[src/rtl/spu_pkg.sv]
// Shared SPU constants: register file geometry and execution latencies
// used by the issue scoreboard.
package spu_pkg;

  localparam int unsigned NumRegs = 128;
  localparam int unsigned RegW    = 7;
  localparam int unsigned LatW    = 3;

  // Result latencies in cycles from issue to writeback.
  localparam int unsigned LatLoad  = 6;
  localparam int unsigned LatFixed = 2;
  localparam int unsigned LatFloat = 6;

  // Bit positions of each source in the src_used vector.
  typedef enum logic [1:0] {
    SrcRa = 2'd0,
    SrcRb = 2'd1,
    SrcRc = 2'd2
  } src_sel_e;

  localparam int unsigned NumSrcs = 3;

endpackage

[src/rtl/spu_sb_entry.sv]
// One scoreboard entry: a latency countdown that reloads on issue and
// otherwise counts down to zero; nonzero means the register is in flight.
module spu_sb_entry
  import spu_pkg::*;
#(
  parameter int unsigned LAT_W = LatW
) (
  input  logic             clk,
  input  logic             reset,
  input  logic             load,
  input  logic [LAT_W-1:0] load_val,
  output logic [LAT_W-1:0] count,
  output logic             pending
);

  logic [LAT_W-1:0] count_q, count_d;

  always_comb begin
    count_d = count_q;
    if (load) begin
      count_d = load_val;
    end else if (count_q != '0) begin
      count_d = count_q - LAT_W'(1);
    end
  end

  always_ff @(posedge clk or negedge reset) begin
    if (!reset) begin
      count_q <= '0;
    end else begin
      count_q <= count_d;
    end
  end

  assign count   = count_q;
  assign pending = (count_q != '0);

endmodule

[src/rtl/spu_scoreboard.sv]
// Issue-stage register scoreboard: detects RAW/WAW hazards against in-flight
// results, generates stall/accept/bubble, and reports the in-flight count.
module spu_scoreboard
  import spu_pkg::*;
#(
  parameter int unsigned NUM_REGS = NumRegs,
  parameter int unsigned LAT_W    = LatW
) (
  input  logic             clk,
  input  logic             reset,
  input  logic             issue_valid,
  input  logic             issue_regwrite,
  input  logic [RegW-1:0]  issue_dest,
  input  logic [LAT_W-1:0] issue_latency,
  input  logic [RegW-1:0]  src_ra,
  input  logic [RegW-1:0]  src_rb,
  input  logic [RegW-1:0]  src_rc,
  input  logic [2:0]       src_used,
  input  logic             flush,
  output logic             stall,
  output logic             idex_bubble,
  output logic             issue_accept,
  output logic [7:0]       pending_count
);

  logic [LAT_W-1:0]    count [NUM_REGS];
  logic [NUM_REGS-1:0] pending;
  logic [NUM_REGS-1:0] load;
  logic [RegW-1:0]     srcs [NumSrcs];
  logic [LAT_W-1:0]    dest_count;
  logic                dest_in_range;
  logic                writes_reg;
  logic                raw_hit;
  logic                waw_hit;
  logic                present;
  logic [7:0]          pop;
  logic [7:0]          pending_count_q;

  assign srcs[SrcRa] = src_ra;
  assign srcs[SrcRb] = src_rb;
  assign srcs[SrcRc] = src_rc;

  assign dest_in_range = (32'(issue_dest) < NUM_REGS);
  assign writes_reg    = issue_regwrite && (issue_latency != '0);

  always_comb begin
    dest_count = '0;
    if (dest_in_range) begin
      dest_count = count[issue_dest];
    end
  end

  // Hazards read the pre-update countdowns only, so an instruction never
  // sees its own destination load.
  always_comb begin
    raw_hit = 1'b0;
    for (int s = 0; s < NumSrcs; s++) begin
      if (src_used[s] && (32'(srcs[s]) < NUM_REGS) && pending[srcs[s]]) begin
        raw_hit = 1'b1;
      end
    end
  end

  assign waw_hit = writes_reg && (dest_count > issue_latency);

  // Gating with reset holds the stage in bubble while reset is asserted.
  assign present      = reset && issue_valid && !flush;
  assign stall        = present && (raw_hit || waw_hit);
  assign issue_accept = present && !(raw_hit || waw_hit);
  assign idex_bubble  = !issue_accept;

  always_comb begin
    load = '0;
    if (issue_accept && writes_reg && dest_in_range) begin
      load[issue_dest] = 1'b1;
    end
  end

  for (genvar i = 0; i < NUM_REGS; i++) begin : g_entry
    spu_sb_entry #(
      .LAT_W(LAT_W)
    ) u_entry (
      .clk     (clk),
      .reset   (reset),
      .load    (load[i]),
      .load_val(issue_latency),
      .count   (count[i]),
      .pending (pending[i])
    );
  end

  always_comb begin
    pop = '0;
    for (int i = 0; i < NUM_REGS; i++) begin
      pop = pop + 8'(pending[i]);
    end
  end

  // Registered popcount of the countdowns, trailing their update by a cycle.
  always_ff @(posedge clk or negedge reset) begin
    if (!reset) begin
      pending_count_q <= '0;
    end else begin
      pending_count_q <= pop;
    end
  end

  assign pending_count = pending_count_q;

endmodule
[config.mk]
export PLATFORM = sky130hd
export DESIGN_NAME = spu_scoreboard
export DESIGN_NICKNAME = d
export VERILOG_FILES = /design/src/rtl/spu_pkg.sv /design/src/rtl/spu_sb_entry.sv /design/src/rtl/spu_scoreboard.sv
export SDC_FILE = /design/constraint.sdc
export NUM_CORES = 1
export LEC_CHECK = 0
export CAP_MARGIN = 10
export CELL_PAD_IN_SITES_DETAIL_PLACEMENT = 1
export CELL_PAD_IN_SITES_GLOBAL_PLACEMENT = 1
export CORE_MARGIN = 1
export CORE_UTILIZATION = 45
export CTS_BUF_LIST = sky130_fd_sc_hd__clkbuf_4
export DETAILED_ROUTE_END_ITERATION = 10
export DONT_BUFFER_PORTS = 1
export GPL_ROUTABILITY_DRIVEN = 0
export PLACE_DENSITY_LB_ADDON = 0.1
export SYNTH_ARGS = -nofsm -noshare
export SYNTH_HDL_FRONTEND = slang
export SYNTH_HIERARCHICAL = 1
export SYNTH_SLANG_ARGS = --single-unit
[constraint.sdc]
create_clock -name clk -period 10 [get_ports clk]
set_clock_uncertainty 0.05 [all_clocks]
set_input_delay 1 -clock clk [delete_from_list [all_inputs] [get_ports clk]]
set_output_delay 1 -clock clk [all_outputs]
set_load 0.05 [all_outputs]
==> impl_metrics.yaml, run 1 <==
outcome:
  outcome: "finished, final reports clean"
min_path:
  hp-class: "input pin to flip-flop"
  holdCritStartpoint: "issue_latency[0]"
die:
  start_util: 0.454
  dieArea_um2: 82300
  ios: 50
  row_count: 104
  die_w_um: 287
  die_h_um: 287
  core_um2: 80400
cts:
  cts_buffers: 130
  clock-sinks: 392
  postCtsHoldBufs: 1
  insertion_delay_ns: 1.07
  cts-resized-gates: 0
  cts_max_path_buffers: 3
  cts-root-buf: "clkbuf_4"
  cts_setup_buffers: 0
  cts_tree: "yes"
  h-tree-depth: 4
  clk_pin_slew_ns: 0.08
layout:
  fillCellCount: 9296
  nNetsFinal: 4357
  area_delta_synth_final_pct: 7.72
  drive_above_1_share: 0.110
  final_cells: 5073
critical_path:
  cp_slowest_cell: "fa_1"
  path_delay_family: "adder cells"
  crit_required_ns: 10.87
  crit_path_start_kind: "flip-flop"
  cp-end-kind: "flip-flop"
  worstPathBufferInverterCount: 9
  crit_path_start: "g_entry[59].u_entry/count[0]$_DFFE_PN0P_"
  slowest_delay_ns: 0.60
  path_class: "flip-flop to flip-flop"
  r2r-start: "g_entry[59].u_entry/count[0]$_DFFE_PN0P_"
  crit_path_frequent_cell: "fa_1"
  crit_arrival_ns: 8.89
  cp_max_fo: 6
synth:
  async_reset_ff_frac: 1.00
  ys_ff_latch: 392
  synth-edff-count: 0
  synth_ff_type: "dfrtp_1"
  synth.distinct_cells: 66
  syn_inst: 3860
  synth_top_area_frac: 0.269
  ys_top_cells_by_count: "inv_1, nor2b_1, dfrtp_1"
  yosysMostFrequentCell: "inv_1"
  yosysWarnings: 6
  ys_seq_area_frac: 0.269
  synth.largest_area_cell: "dfrtp_1"
  yosys-top-cells-area: "dfrtp_1, ha_1, inv_1"
  syn-num-nets: 4298
  avgSynthCellArea_um2: 9.46
  syn-cell-area_um2: 36500
detailed_routing:
  vias: 32592
  route.antenna.remaining_nets: 0
  dr.pass1.iters: 6
  vias_per_cell: 6.42
  postRouteWirelength_um: 144000
  drt_iter0_drc: 2579
  drcViolationCount: 0
  post_drt_wl_per_cell_um: 28.4
run:
  maxCapViolations: 0
global_routing:
  gr-total-overflow: 0
  grt_pass1_wl_um: 217000
  grt_max_degree: 393
  antenna_found_initial: 7
  grt_pass1_vias: 33191
  grtUsageTotal: 0.353
timing:
  slew_violations: 0
  timing.fmax_mhz: 125
  slew_headroom: 0.215
  fin_crit_sh: 0.802
  rsz0062_at_grt: "no"
  finalHoldViolCount: 0
  fin_crit_ns: 8.02
  tns_ns: 0
  worst_pin_slew_ns: 1.17
  whs_ns: 0.113
  setup_viol: 0
place:
  dp_hpwl_um: 101000
  place_inst: 4843
  port_buffers: 0
## routing by layer
layer,vias up,global-route usage,share of wire
met2,1246,0.539,0.44
met3,339,0.0840,0.080
met4,8,0.166,0.049
met5,-,0,0.00037
li1,14157,-,-
met1,16842,0.471,0.43
## cell families (layout without fill, tap and decap cells)
kind of cell               Yosys count  after routing  share of synthesized area
and+or+nand+nor                   1372           1372                      0.262
buffers and inverters              827            973                     0.0882
AOI/OAI and AO/OA                  695            695                      0.147
adders and majority gates          399            399                      0.160
DFF                                392            392                      0.269
muxes                              170            170                     0.0723
xor gates and xnor gates             5              5                    0.00120
other                                0              7                          0
## worst paths after layout
path	to	slack (ns)	cells after the start
setup / recovery	pending_count[7]$_DFF_PN0_	1.98	29
hold / removal	g_entry[113].u_entry/count[0]$_DFFE_PN0P_	0.11	2
setup reg to reg	pending_count[7]$_DFF_PN0_	1.98	29
hold reg to reg	g_entry[31].u_entry/count[2]$_DFFE_PN0P_	0.58	2
max in group asynchronous	g_entry[110].u_entry/count[1]$_DFFE_PN0P_	7.95	3
min in group asynchronous	g_entry[32].u_entry/count[0]$_DFFE_PN0P_	0.56	2
## state kept, by name, summed over array words and instances, names as in the netlist
signal / flops
pending_count: 8
g_entry.u_entry/count: 384
## per-stage QoR
step                utilization  worst slack [ns]  cell area, µm²
floorplan                     -              2.56           36500
global placement          0.468              2.11           37600
detailed placement        0.468              2.01           37600
finish                    0.489              1.98           39300
global route              0.489              1.66           39300
CTS                       0.488              2.03           39200
## cell usage in the layout, fill, tap and decap left out, types with 21 or more instances in the layout
master and count:
a21oi_1 36, a221oi_1 160, a22o_1 23, a22oi_1 119, a311oi_1 137, a31oi_1 137
buf_4 43, clkbuf_4 185, clkinv_1 21, dfrtp_1 392, fa_1 115, ha_1 284
inv_1 707, mux2i_1 77, mux4_2 73, nand2_1 66, nand2b_1 262, nor2_1 30
nor2b_1 409, nor3_1 49, nor3_2 92, nor4b_1 256, o21ai_0 21, or3b_1 128
## final cells by class
class / instances / area [µm²] / share of cell area
Multi-Input combinational cell: 2641 / 23500 / 0.598
Sequential cell: 392 / 9810 / 0.249
Inverter: 707 / 2650 / 0.0675
Clock buffer: 185 / 1390 / 0.0353
Tap cell: 1060 / 1330 / 0.0337
Timing Repair Buffer: 47 / 415 / 0.0106
Clock inverter: 34 / 190 / 0.00484
Antenna cell: 7 / 17.5 / 0.000445
Power of run 1 is not shown: default switching activity piles up to over one toggle a cycle in this logic, so the estimate is an artifact.
==> run 2, diff against run 1 <==
Clock period 10 ns to 7.9 ns, I/O delays scaled along.
==> run 2 against run 1 <==
Setup slack worse by 1.7 ns. Count of clock-buffer cells in the layout up 2. Final cell count up 2.0%. Critical path depth down 3. The flow now finishes with violations (negative hold slack). Die area unchanged. First-iteration DRC count up 5.8%. Fmax up 4.6%. Via count up 1.3%.
==> impl_metrics.yaml, run 2 (synthesis gave the netlist of run 1 again) <==
outcome:
  outcome: "complete, but fails checks"
  violations: "negative hold slack"
timing:
  fin_crit_ns: 7.66
  whs_ns: -0.591
  timing.fmax_mhz: 131
  finalHoldViolCount: 392
  slew_headroom: 0.170
  slew_violations: 0
  worst_pin_slew_ns: 1.25
  setup_viol: 0
  fin_crit_sh: 0.970
place:
  dpl-instance-area_um2: 38400
  port_buffers: 0
  dp_hpwl_um: 105000
detailed_routing:
  drt_iter0_drc: 2728
  route.antenna.remaining_nets: 0
  postRouteWirelength_um: 150000
  post_drt_wl_per_cell_um: 29.0
  drcViolationCount: 0
  vias_per_cell: 6.39
  vias: 33031
  dr.pass1.iters: 8
global_routing:
  grt_max_degree: 394
  grtUsageTotal: 0.366
  gr-total-overflow: 0
  grt_pass1_vias: 33603
  antenna_found_initial: 5
  grt_pass1_wl_um: 223000
cts:
  h-tree-depth: 4
  cts_max_path_buffers: 3
  cts_buffers: 132
  clk_pin_slew_ns: 0.06
  cts-root-buf: "clkbuf_4"
  postCtsHoldBufs: 3
  insertion_delay_ns: 1.08
  cts_tree: "yes"
  clock-sinks: 392
layout:
  drive_above_1_share: 0.139
  final_common_cell: "inv_1"
  fillCellCount: 9275
  largest_register_ff_count: 384
  regArea_um2: 9810
  multi_input_area_um2: 23600
  final_cell_mix: "inv_1, nor2b_1, dfrtp_1"
  area_delta_synth_final_pct: 10.3
  design_area_um2: 40200
  nNetsFinal: 4464
  fin_util: 0.500
critical_path:
  path_delay_family: "adder cells"
  path_class: "flip-flop to flip-flop"
  rrSetupSlack_ns: 0.24
  crit_path_start_kind: "flip-flop"
  worstPathBufferInverterCount: 8
  r2r-start: "g_entry[95].u_entry/count[0]$_DFFE_PN0P_"
  cp_slowest_cell: "fa_2"
  crit_path_frequent_cell: "fa_1"
  slowest_delay_ns: 0.59
  cp-end-kind: "flip-flop"
  crit_arrival_ns: 8.57
  cp_max_fo: 4
  crit_required_ns: 8.80
  r2r-end: "pending_count[5]$_DFF_PN0_"
  reg2reg_depth: 26
die:
  dieArea_um2: 82300
  start_util: 0.454
  ios: 50
  die_h_um: 287
  row_count: 104
  die_w_um: 287
  core_um2: 80400
run:
  maxCapViolations: 0
min_path:
  hp-class: "input pin to asynchronous set/reset pin"
## run 2: worst max path at each step
stage,start,end,slack [ns],cells past startpoint
detailed placement,g_entry[53].u_entry/count[0]$_DFFE_PN0P_,pending_count[7]$_DFF_PN0_,0.04,27
floorplan,g_entry[35].u_entry/count[0]$_DFFE_PN0P_,pending_count[7]$_DFF_PN0_,0.46,27
global route,g_entry[61].u_entry/count[0]$_DFFE_PN0P_,pending_count[7]$_DFF_PN0_,-0.01,27
CTS,g_entry[17].u_entry/count[0]$_DFFE_PN0P_,pending_count[7]$_DFF_PN0_,0.04,25
finish,g_entry[95].u_entry/count[0]$_DFFE_PN0P_,pending_count[5]$_DFF_PN0_,0.24,26
global placement,g_entry[17].u_entry/count[0]$_DFFE_PN0P_,pending_count[7]$_DFF_PN0_,0.11,25
## run 2: timing repair
| action | CTS | global route |
|---|---|---|
| buffers inserted | 0 | 9 |
| gates resized for setup | 0 | 26 |
| endpoints found under the hold margin | 776 | 392 |
| endpoints found under the setup margin | 0 | 3 |
## run 2: per-stage QoR
stage | TNS [ns] | worst slack (ns) | cells
global route | -0.0140 | -0.0140 | 5171
CTS | 0 | 0.0393 | 5157
finish | 0 | 0.238 | 5173
floorplan | 0 | 0.465 | 3860
global placement | 0 | 0.106 | 4940
detailed placement | 0 | 0.0444 | 4940
## run 2: final cells by class
type,count,share of cell area
timing repair buffer,152,0.0317
tap,1060,0.0330
inverter,707,0.0659
antenna,7,0.000435
clock inverter,27,0.00407
sequential,392,0.244
clock buffer,187,0.0349
multi-input combinational,2641,0.586
## run 2: worst reg2reg max path: cells and delay by family (launching register included)
kind	cells	cell delay (ns)
xor gates and xnor gates	1	0.16
AOI/OAI and AO/OA	4	0.57
DFF	1	0.41
and+or+nand+nor	1	0.13
adders and majority gates	12	5.62
buffers and inverters	8	0.63
## run 2: layer usage
layer  track usage  wire length (µm)  vias to the layer above
met2         0.562             66600                     1357
li1              -                 -                    14373
met3        0.0971             13200                      358
met1         0.474             61900                    16937
met4         0.187              8280                        6
met5             0                45                        -
Power of run 2 is left out for the same reason.
